[config.mk]
export PLATFORM = sky130hd
export DESIGN_NAME = fetch_unit
export DESIGN_NICKNAME = d
export VERILOG_FILES = /design/src/rtl/fetch_unit_pkg.sv /design/src/rtl/fetch_unit_pc_register.sv /design/src/rtl/fetch_unit.sv
export SDC_FILE = /design/constraint.sdc
export NUM_CORES = 1
export LEC_CHECK = 0
export ABC_AREA = 1
export CAP_MARGIN = 20
export CORE_ASPECT_RATIO = 2
export CORE_UTILIZATION = 50
export CTS_BUF_LIST = sky130_fd_sc_hd__clkbuf_4 sky130_fd_sc_hd__clkbuf_8 sky130_fd_sc_hd__clkbuf_16
export CTS_CLUSTER_DIAMETER = 200
export DETAILED_ROUTE_END_ITERATION = 12
export PLACE_DENSITY = 0.92
export SLEW_MARGIN = 20
export SYNTH_ARGS = -nofsm -noshare
export SYNTH_HDL_FRONTEND = slang
export SYNTH_HIERARCHICAL = 1
export SYNTH_SLANG_ARGS = --single-unit
[constraint.sdc]
create_clock -name clk -period 5.7 [get_ports clk]
set_input_delay 0.855 -clock clk [delete_from_list [all_inputs] [get_ports clk]]
set_output_delay 0.855 -clock clk [all_outputs]
set_load 0.01 [all_outputs]
[src/rtl/fetch_unit_pkg.sv]
// Shared constants for the instruction-fetch stage: word width, default
// instruction width and the fetch FSM state encodings.
package fetch_unit_pkg;

  localparam int WORD            = 64;
  localparam int INSTR_W_DEFAULT = 32;

  typedef logic [WORD-1:0] word_t;

  localparam logic [1:0] FS_REQ   = 2'd0;
  localparam logic [1:0] FS_WAIT  = 2'd1;
  localparam logic [1:0] FS_HOLD  = 2'd2;
  localparam logic [1:0] FS_DRAIN = 2'd3;

  // Branch targets are word aligned; the two low bits are dropped, not trapped.
  function automatic word_t align_word(input word_t addr);
    return addr & ~word_t'(3);
  endfunction

endpackage

[src/rtl/fetch_unit_pc_register.sv]
// Program counter: reset value, sequential +4 advance and redirect load.
module fetch_unit_pc_register
  import fetch_unit_pkg::*;
#(
  parameter word_t RESET_PC = '0
) (
  input  logic  clk,
  input  logic  reset_n,
  input  logic  redirect,
  input  word_t target,
  input  logic  advance,
  output word_t pc
);

  // Redirect wins over the sequential advance when both occur in one cycle.
  always_ff @(posedge clk) begin
    if (!reset_n) begin
      pc <= RESET_PC;
    end else if (redirect) begin
      pc <= align_word(target);
    end else if (advance) begin
      pc <= pc + word_t'(4);
    end
  end

endmodule

[src/rtl/fetch_unit.sv]
// Instruction-fetch stage: one outstanding imem request, registered
// instruction/PC hand-off to decode, redirect with in-flight discard.
//
// state    | meaning
// ---------+--------------------------------------------------------
// FS_REQ   | presenting a request for pc to instruction memory
// FS_WAIT  | request accepted, waiting for its response
// FS_HOLD  | instruction presented to decode, waiting for if_ready
// FS_DRAIN | redirected while a request was outstanding; discard it
module fetch_unit
  import fetch_unit_pkg::*;
#(
  parameter word_t RESET_PC = '0,
  parameter int    INSTR_W  = INSTR_W_DEFAULT
) (
  input  logic               clk,
  input  logic               reset_n,
  input  logic               pc_src,
  input  word_t              branch_target,
  output logic               imem_req_valid,
  input  logic               imem_req_ready,
  output word_t              imem_req_addr,
  input  logic               imem_resp_valid,
  input  logic [INSTR_W-1:0] imem_resp_data,
  output logic               if_valid,
  input  logic               if_ready,
  output word_t              if_pc,
  output logic [INSTR_W-1:0] if_instr
);

  logic [1:0] state;
  logic [1:0] state_nxt;
  word_t      pc;
  logic       accept;
  logic       capture;
  logic       drop;

  fetch_unit_pc_register #(
    .RESET_PC (RESET_PC)
  ) u_pc (
    .clk      (clk),
    .reset_n  (reset_n),
    .redirect (pc_src),
    .target   (branch_target),
    .advance  (capture),
    .pc       (pc)
  );

  // Gated by reset_n so no request is offered while reset is held.
  assign imem_req_valid = reset_n && (state == FS_REQ);
  assign imem_req_addr  = pc;
  assign accept         = imem_req_valid && imem_req_ready;

  always_comb begin
    state_nxt = state;
    capture   = 1'b0;
    drop      = 1'b0;
    case (state)
      FS_REQ: begin
        if (pc_src) begin
          state_nxt = accept ? FS_DRAIN : FS_REQ;
        end else if (accept) begin
          state_nxt = FS_WAIT;
        end
      end
      FS_WAIT: begin
        if (pc_src) begin
          state_nxt = FS_DRAIN;
        end else if (imem_resp_valid) begin
          state_nxt = FS_HOLD;
          capture   = 1'b1;
        end
      end
      FS_HOLD: begin
        // A redirect drops the held instruction even if decode takes it.
        if (pc_src || if_ready) begin
          state_nxt = FS_REQ;
          drop      = 1'b1;
        end
      end
      FS_DRAIN: begin
        if (!pc_src && imem_resp_valid) begin
          state_nxt = FS_REQ;
        end
      end
      default: state_nxt = FS_REQ;
    endcase
  end

  always_ff @(posedge clk) begin
    if (!reset_n) begin
      state    <= FS_REQ;
      if_valid <= 1'b0;
      if_pc    <= '0;
      if_instr <= '0;
    end else begin
      state <= state_nxt;
      if (capture) begin
        if_valid <= 1'b1;
        if_pc    <= pc;
        if_instr <= imem_resp_data;
      end else if (drop) begin
        if_valid <= 1'b0;
      end
    end
  end

endmodule

==> impl_metrics.tcl <==
set metrics [dict create \
    fillers 1272 \
    synth_area_leaders "dfxtp_1, nor2_1, nand2_1" \
    skew_ps 8.688 \
    worstSetupPathType "in2reg" \
    ctsResizeCount 0 \
    grt_pass1_wl_mm 44.53 \
    crit_top_cell "nor2_1" \
    cts_made_buffers 17 \
    power.share.clock_pct 37.8 \
    cts_tree "built" \
    synthCells 1175 \
    final_max_slew_viol_count 0 \
    yosysUniqueCellTypes 36 \
    initial_utilization_pct 51.38 \
    cp.required_ps 6020 \
    num_vias 9073 \
    yosys.area.top_type "dfxtp_1" \
    core_mm2 0.01586 \
    cts_buffer_depth 2 \
    switching_power_uw 884.9 \
    slowest_stage "clkinv_2" \
    path_max_fanout 64 \
    hp-class "reg2reg" \
    dieArea_mm2 0.01684 \
    synth.top_cell.area_share_pct 39.55 \
    dp.cells 1586 \
    antenna_found_initial 1 \
    seqPwrFrac_pct 43.5 \
    p_comb_share_pct 18.7 \
    ys_seq_area_share_pct 39.55 \
    cts_htree_levels 4 \
    die_w_um 92.27 \
    grt-ovfl-total 0 \
    wirelength_mm 28.85 \
    final_common_cell "nor2_1" \
    grt_max_degree 70 \
    peakVddDrop_uv 263.7 \
    switching_share_pct 29.49 \
    maxSlewHeadroom_pct 37.74 \
    grt_usage_pct 34.32 \
    die_h_um 182.5 \
    gp_congestion 0.9896 \
    cts_root_buf "clkbuf_16" \
    cts_setup_buffers 0 \
    power.density_mw_per_mm2 266.1 \
    cts_hold_buf 0 \
    finalHoldViolations 0 \
    avgSynthCellArea_um2 6.935 \
    fin_tns_setup_ps 0 \
    area_growth_pct 38.39 \
    critPathLaunchType "input pin" \
    drc 0 \
    cp_slowest_stage_delay_ps 920 \
    fin_nets 1507 \
    fmax_mhz 285.0 \
    drt-initial-drc-count 612 \
    io_buffers 259 \
    post-dp-hpwl_mm 20.76 \
    status "finished clean" \
    clk-insertion-delay-late_ps 440 \
    cts_sinks 161 \
    rsz0062_at_grt "false" \
    synth_area_mm2 0.008149 \
    maxCapViolCount 0 \
    via_per_inst 5.604 \
    setup_viol 0 \
    yosysWarnings 6 \
    firstDrtPassIters 5 \
    ant_nets 0 \
    post_drt_wl_per_cell_um 17.82 \
    total_power_mw 3.001 \
    end_kind "flip-flop" \
    p_int_mw 2.116 \
    rows 65 \
    crit_chain "clkdlybuf4s50_1 -> nand2_1 -> nor2_8 -> clkinv_2 -> buf_4 -> nor2_1 -> nor2_1" \
    ios 264 \
    layout_common_cells "nor2_1, clkdlybuf4s50_1, nand2_1" \
    min_period_over_period_pct 61.56 \
    worst_pin_slew_ps 933.8 \
    arrival_ps 3820 \
    min_period_ps 3509 \
    path_clk_slew_ps 70 \
    fin_cells 1619 \
    synth_seq_cells 161 \
    grt_pass1_vias 8946 \
    p_leak_nw 4.565 \
    drive_above_1_share_pct 6.634 \
]
==> registers in the layout (all words and copies together), names as in the netlist <==
signal and cells:
if_pc 64, if_valid 1, state 2, u_pc/pc 62
if_instr 32
==> worst paths after layout <==
kind                                      start        end  slack (ps)  depth (start not counted)
worst max-delay path            imem_resp_valid  if_pc[57]        2190                          7
worst min-delay path                   if_pc[7]   if_pc[7]         500                          2
worst min register to register         if_pc[7]   if_pc[7]         500                          2
worst max register to register         state[0]  if_pc[57]        2600                          8
==> synth_stat cells <==
cell,instances
buf_6,6
nor2_1,302
nor3_4,1
a21oi_2,5
clkbuf_8,5
o21bai_1,12
nand3_2,2
nand2_1,219
nor2_8,4
clkbuf_1,20
o31ai_1,1
ha_1,1
a21oi_1,47
nor2_2,7
o21ai_0,92
buf_2,21
dfxtp_1,161
conb_1,1
o21bai_4,1
nand3b_1,2
nand4_1,8
inv_2,5
nand3_4,1
nand2_2,11
a31oi_1,11
inv_1,62
nand2_4,5
buf_1,1
o21ai_1,14
buf_4,5
nor2_4,5
nand3_1,60
o21bai_2,3
xnor2_1,20
a22oi_1,45
xor2_1,9
==> final cells by class <==
| type | instances | area (µm²) | area share (%) |
|---|---|---|---|
| antenna | 1 | 2.502 | 0.02219 |
| tap | 201 | 251.5 | 2.230 |
| sequential | 161 | 3223 | 28.58 |
| inverter | 67 | 252.7 | 2.241 |
| clock buffer | 17 | 425.4 | 3.772 |
| timing repair buffer | 267 | 2643 | 23.43 |
| clock inverter | 15 | 143.9 | 1.276 |
| multi-input combinational | 890 | 4335 | 38.44 |
==> cells by family after synthesis <==
| kind of cell | after synthesis | share of synthesized area (%) |
|---|---|---|
| AND/OR/NAND/NOR | 627 | 32.89 |
| AO/OA/AOI/OAI | 231 | 16.77 |
| flip-flops | 161 | 39.55 |
| buffers and inverters | 125 | 7.477 |
| XOR/XNOR | 29 | 3.117 |
| adder cells (fa/ha/maj) | 1 | 0.1535 |
| other | 1 | 0.04602 |
==> worst max-delay path: cells and delay by family <==
| family | cells | cell delay [ps] |
|---|---|---|
| buffers and inverters | 3 | 1960 |
| AND/OR/NAND/NOR | 4 | 980 |
==> power by group through the flow <==
stage	registers [mW]	logic, mW	clock network [mW]
2_1_floorplan	1.35	0.230	0
3_3_place_gp	1.32	0.539	0
3_5_place_dp	1.33	0.553	0
4_1_cts	1.30	0.559	1.14
5_1_grt	1.32	0.603	1.20
6_report	1.31	0.560	1.13
==> through the flow <==
stage / hold slack, ps / utilization, % / setup WS [ps] / area, µm²
6_report: 499.5 / 71.11 / 2191 / 11280
5_1_grt: 521.3 / 71.11 / 2029 / 11280
4_1_cts: 503.9 / 71.09 / 2185 / 11270
3_5_place_dp: 483.9 / 67.50 / 1746 / 10710
3_3_place_gp: 476.0 / 67.50 / 1865 / 10710
2_1_floorplan: 497.7 / - / 3370 / 8153
==> layer usage <==
layer / wire length [µm] / track usage [%]
met2: 15040 / 60.87
met5: 0 / 0
met3: 1573 / 7.042
met4: 2533 / 29.13
met1: 9702 / 33.28
(Power assumes the default switching activity.)
